$ cat config.mk
export PLATFORM = sky130hd
export DESIGN_NAME = fpwm_spi_master
export DESIGN_NICKNAME = d
export VERILOG_FILES = /design/src/rtl/fpwm_pkg.sv /design/src/rtl/fpwm_spi_master.sv
export SDC_FILE = /design/constraint.sdc
export NUM_CORES = 1
export LEC_CHECK = 0
export ABC_AREA = 1
export CORE_MARGIN = 2
export CORE_UTILIZATION = 30
export DETAILED_ROUTE_END_ITERATION = 16
export PLACE_DENSITY_LB_ADDON = 0.05
export SYNTH_ARGS = -nofsm -noshare
export SYNTH_HDL_FRONTEND = slang
export SYNTH_SLANG_ARGS = --single-unit
$ cat constraint.sdc
create_clock -name i_Clk -period 2.3 [get_ports i_Clk]
set_clock_uncertainty 0.05 [all_clocks]
set_input_delay 0.69 -clock i_Clk [delete_from_list [all_inputs] [get_ports i_Clk]]
set_output_delay 0.69 -clock i_Clk [all_outputs]
set_load 0.02 [all_outputs]
$ cat src/rtl/fpwm_pkg.sv
// Shared frame-layout definitions for the fpwm SPI link.
// Both the SPI initiator and the fpwm receiver import this package, so the
// byte order of the configuration frame is defined in exactly one place.
//   FRAME_BYTES / FRAME_BITS : frame size
//   BYTE_*                   : transmit order of each byte (0 is sent first)
//   spi_state_e              : initiator sequencing states
//   pack_frame()             : builds the MSB-first 40-bit frame image
package fpwm_pkg;

  localparam int FRAME_BYTES = 5;
  localparam int FRAME_BITS  = 8 * FRAME_BYTES;

  localparam int BYTE_P0  = 0;
  localparam int BYTE_P1  = 1;
  localparam int BYTE_N0  = 2;
  localparam int BYTE_N1  = 3;
  localparam int BYTE_CFG = 4;

  typedef enum logic [2:0] {
    ST_IDLE,
    ST_LEAD,
    ST_HIGH,
    ST_LOW,
    ST_LAG,
    ST_GAP
  } spi_state_e;

  // Byte 0 lands in the top 8 bits so that shifting out bit FRAME_BITS-1
  // first yields the wire order p0, p1, n0, n1, cfg.
  function automatic logic [FRAME_BITS-1:0] pack_frame(
    input logic [15:0] pos,
    input logic [15:0] neg,
    input logic [7:0]  cfg
  );
    logic [7:0]            bytes [FRAME_BYTES];
    logic [FRAME_BITS-1:0] frame;
    bytes[BYTE_P0]  = pos[15:8];
    bytes[BYTE_P1]  = pos[7:0];
    bytes[BYTE_N0]  = neg[15:8];
    bytes[BYTE_N1]  = neg[7:0];
    bytes[BYTE_CFG] = cfg;
    frame = '0;
    for (int i = 0; i < FRAME_BYTES; i++) begin
      frame[FRAME_BITS-1-8*i -: 8] = bytes[i];
    end
    return frame;
  endfunction

endpackage

$ cat src/rtl/fpwm_spi_master.sv
// SPI mode-0 initiator that sends one fpwm configuration frame
// (positive width, negative width, config byte; 40 bits MSB first) per
// slave-select assertion. SCK half-period is CLK_DIV system clocks.
// Ports:
//   i_Clk    system clock
//   i_Reset  asynchronous active-high reset
//   i_Start  request a frame (only honoured while idle)
//   i_Pos    positive width, sent as [15:8] then [7:0]
//   i_Neg    negative width, sent as [15:8] then [7:0]
//   i_Cfg    config byte, sent last
//   o_MOSI   serial data, changes on SCK falling edge
//   o_SCK    serial clock, idle low
//   o_SS     slave select, active low
//   o_Busy   high from frame start until the post-frame gap ends
//   o_Done   one-cycle pulse coincident with SS returning high
module fpwm_spi_master
  import fpwm_pkg::*;
#(
  parameter int CLK_DIV = 10
) (
  input  logic        i_Clk,
  input  logic        i_Reset,
  input  logic        i_Start,
  input  logic [15:0] i_Pos,
  input  logic [15:0] i_Neg,
  input  logic [7:0]  i_Cfg,
  output logic        o_MOSI,
  output logic        o_SCK,
  output logic        o_SS,
  output logic        o_Busy,
  output logic        o_Done
);

  localparam logic [7:0] PRE_LAST = 8'(CLK_DIV - 1);
  localparam logic [5:0] BIT_LAST = 6'(FRAME_BITS - 1);

  spi_state_e            state, state_nxt;
  logic [7:0]            pre_cnt, pre_cnt_nxt;
  logic [5:0]            bit_cnt, bit_cnt_nxt;
  logic [FRAME_BITS-1:0] shreg;
  logic                  pre_last;
  logic                  load;
  logic                  shift;
  logic                  in_frame;

  assign pre_last = (pre_cnt == PRE_LAST);
  assign load     = (state == ST_IDLE) && i_Start;
  // Shift only when moving HIGH->LOW, so the new bit appears with the
  // falling SCK edge and the final bit is held through LAG.
  assign shift    = (state == ST_HIGH) && pre_last && (bit_cnt != BIT_LAST);
  assign in_frame = (state == ST_LEAD) || (state == ST_HIGH) ||
                    (state == ST_LOW)  || (state == ST_LAG);

  always_ff @(posedge i_Clk or posedge i_Reset) begin
    if (i_Reset) begin
      state   <= ST_IDLE;
      pre_cnt <= '0;
      bit_cnt <= '0;
    end else begin
      state   <= state_nxt;
      pre_cnt <= pre_cnt_nxt;
      bit_cnt <= bit_cnt_nxt;
    end
  end

  always_comb begin
    state_nxt   = state;
    bit_cnt_nxt = bit_cnt;
    pre_cnt_nxt = '0;
    if (state != ST_IDLE && !pre_last) begin
      pre_cnt_nxt = pre_cnt + 8'd1;
    end
    case (state)
      ST_IDLE: begin
        if (i_Start) begin
          state_nxt   = ST_LEAD;
          bit_cnt_nxt = '0;
        end
      end
      ST_LEAD: if (pre_last) state_nxt = ST_HIGH;
      ST_HIGH: begin
        if (pre_last) begin
          if (bit_cnt == BIT_LAST) begin
            state_nxt = ST_LAG;
          end else begin
            state_nxt   = ST_LOW;
            bit_cnt_nxt = bit_cnt + 6'd1;
          end
        end
      end
      ST_LOW:  if (pre_last) state_nxt = ST_HIGH;
      ST_LAG:  if (pre_last) state_nxt = ST_GAP;
      ST_GAP:  if (pre_last) state_nxt = ST_IDLE;
      default: state_nxt = ST_IDLE;
    endcase
  end

  // Frame data register carries no reset: it is always reloaded before use.
  always_ff @(posedge i_Clk) begin
    if (load) begin
      shreg <= pack_frame(i_Pos, i_Neg, i_Cfg);
    end else if (shift) begin
      shreg <= {shreg[FRAME_BITS-2:0], 1'b0};
    end
  end

  // Output stage: pins are decoded from the current state and registered,
  // which puts every pin one cycle behind the state it represents.
  always_ff @(posedge i_Clk or posedge i_Reset) begin
    if (i_Reset) begin
      o_SS   <= 1'b1;
      o_SCK  <= 1'b0;
      o_MOSI <= 1'b0;
      o_Busy <= 1'b0;
      o_Done <= 1'b0;
    end else begin
      o_SS   <= !in_frame;
      o_SCK  <= (state == ST_HIGH);
      o_MOSI <= in_frame ? shreg[FRAME_BITS-1] : 1'b0;
      o_Busy <= (state != ST_IDLE);
      o_Done <= (state == ST_GAP) && (pre_cnt == 8'd0);
    end
  end

endmodule

==> results.cfg <==
[cells_and_area]
area_growth_pct = 29.5
final_cells = 429
n_antenna_cell = 0
final_layout_size_suffix_gt1_share_pct = 22.3
final_nets = 342

[setup_path]
cpMaxStageDelayCell = clkdlybuf4s50_1
cp_max_fo = 1
crit_chain = clkdlybuf4s50_1
critPathMaxStageDelay_ns = 0.59
end_kind = output port
reg2reg_from = bit_cnt[0]$_DFFE_PP0P_
critical_path_buf_inv_count = 1
cpLargestDelayFamily = buffers and inverters
startpoint_type = flop
critical_path_class = reg -> out
cp.arrival_ns = 1.43
crit_start = o_SS$_DFF_PP1_
worstPathRequired_ns = 1.56

[place]
place_inst = 413
hpwl_mm = 3.77
portBuffers = 47
place_congestion = 0.749

[sta]
slew_headroom_pct = 67.5
fin_crit_ns = 2.17
worstMarginPinSlew_ns = 0.482
fin_tns_setup_ns = 0
setup_violations = 0
rsz0062_at_grt = false
finalCritPeriodShare_pct = 94.3
finalHoldViolations = 0
final_max_slew_viol_count = 0
fmax_mhz = 461

[route]
drcViolationCount = 0
vias = 1797
ant_nets = 0
drt_iter0_drc = 56
vias_per_cell = 4.19
dr.pass1.iters = 4
wl_per_cell_um = 12.6
postRouteWirelength_mm = 5.42

[clocking]
cts.sinks = 62
htree_num_levels = 3
cts-resized-gates = 0
post-cts-setup-buffer-count = 0
numCtsBuffers = 9
cts_tree = built
cts_hold_buffers = 0
cts.clk_slew.worst_paths_ns = 0.07
cts_buffer_depth = 2
root_buffer = clkbuf_8
insertion_delay_ns = 0.33

[logic_synthesis]
ys_warn_count = 0
synth-seq-cells = 62
yosysTopAreaCell = edfxtp_1
ys_types = 24
post_synth_most_frequent_cells = 40 x edfxtp_1, 38 x nand2_1, 36 x mux2_2
synth_cells = 235
yosysSeqAreaShare_pct = 61.4
synth_area_leaders = edfxtp_1 42%, dfrtp_1 18%, mux2_2 14%, nand2_1 5.0%, nor2_1 3.4%
syn_nets = 282
post-synth-top-count-cell = edfxtp_1
syn-cell-area_um2 = 2850
yosys.area.top_type_share_pct = 42.1
synthArstFlopShare_pct = 35.5
syn_avg_cell_area_um2 = 12.1
synth-main-ff-cell = edfxtp_1
synth_edf_count = 40

[global_route]
grt_pass1_vias = 1814
grtUsageTotal_pct = 11.4
gr-total-overflow = 0
grt_pass1_wl_mm = 8.89
antenna_found_initial = 0
grt_start_max_net_pins = 31

[floorplan]
core_area_um2 = 9240
initial_core_util_pct = 30.9
num_rows = 35
die_x_um = 102
ioPinCount = 48
die_y_um = 102
dieArea_um2 = 10300

[min_path]
min_from = bit_cnt[5]$_DFFE_PP0P_
hp-class = reg -> reg

[power]
vdd_drop_max_mv = 0.470
power_uw = 4460
power.leakage_uw = 0.00149
power-per-cell-area_nw_per_um2 = 1210

[status]
status = complete, no violations

[flow_run]
max_cap_violations = 0
sequential cells by signal, indices dropped and copies added, names as in the netlist:
| name | count |
|---|---|
| shreg | 40 |
| pre_cnt | 8 |
| bit_cnt | 6 |
| state | 3 |
| o_Busy | 1 |
| o_Done | 1 |
| o_MOSI | 1 |
| o_SCK | 1 |
| o_SS | 1 |
worst paths after layout:
path,end,slack (ns),cells after the start
max,o_SS,0.13,1
min,bit_cnt[5]$_DFFE_PP0P_,0.46,2
max reg2reg,shreg[0]$_SDFFCE_PN0P_,0.42,9
min reg2reg,bit_cnt[5]$_DFFE_PP0P_,0.46,2
max in group asynchronous,state[0]$_DFFE_PP0P_,1.09,3
min in group asynchronous,o_SCK$_DFF_PP0_,0.59,2
cells by family (layout without fill, tap and decap cells):
family	count (synthesis)	after routing	share of synthesized area, %
flip-flops	62	62	61.4
AO/OA/AOI/OAI	7	7	1.36
buffers and inverters	28	93	4.60
AND/OR/NAND/NOR	91	91	14.2
multiplexers	39	39	15.4
XOR/XNOR	4	4	1.23
adder cells (fa/ha/maj)	4	4	1.75
layout make-up:
| cell class | instances | area, um^2 |
|---|---|---|
| clock buffers | 10 | 128 |
| well taps | 129 | 161 |
| flip-flops and latches | 62 | 1750 |
| multi-input cells | 145 | 970 |
| inverters | 24 | 93.8 |
| repair buffers | 53 | 553 |
| clock inverters | 6 | 38.8 |
| fillers | 921 | 5540 |
through the flow:
step / instance area [um^2] / util [%] / setup slack, ns / hold WS, ns
floorplan: 2860 / - / 0.246 / 0.398
global placement: 3530 / 38.2 / 0.0753 / 0.428
detailed placement: 3530 / 38.2 / 0.0556 / 0.442
CTS: 3700 / 40.0 / 0.109 / 0.459
global route: 3700 / 40.0 / 0.0814 / 0.482
finish: 3700 / 40.0 / 0.132 / 0.457
power by group:
part | leakage, uW | internal, uW | switching (uW)
sequential | 0.000672 | 1910 | 161
clock | 0.0000820 | 387 | 434
combinational | 0.000737 | 752 | 812
total | 0.00149 | 3050 | 1410
cells in the final DEF, fill, tap and decap left out, drive strengths merged, types with 3 or more instances in the layout:
master          n
buf             6
clkbuf         10
clkdlybuf4s50  47
clkinv          4
clkinvlp        3
dfrtp          21
edfxtp         40
ha              4
inv            23
mux2           39
nand2          41
nand3          14
nand4           3
nor2           27
nor3            3
nor3b           3
o21ai           6
xor2            3
routing by layer:
| layer | GRT usage [%] | vias to the layer above | part of all wire, % |
|---|---|---|---|
| li1 | - | 918 | - |
| met1 | 15.8 | 831 | 50 |
| met2 | 16.3 | 36 | 43 |
| met3 | 2.69 | 12 | 4.6 |
| met4 | 6.55 | 0 | 2.1 |
| met5 | 0 | - | 0 |
Power figures use the tool's default switching activity.
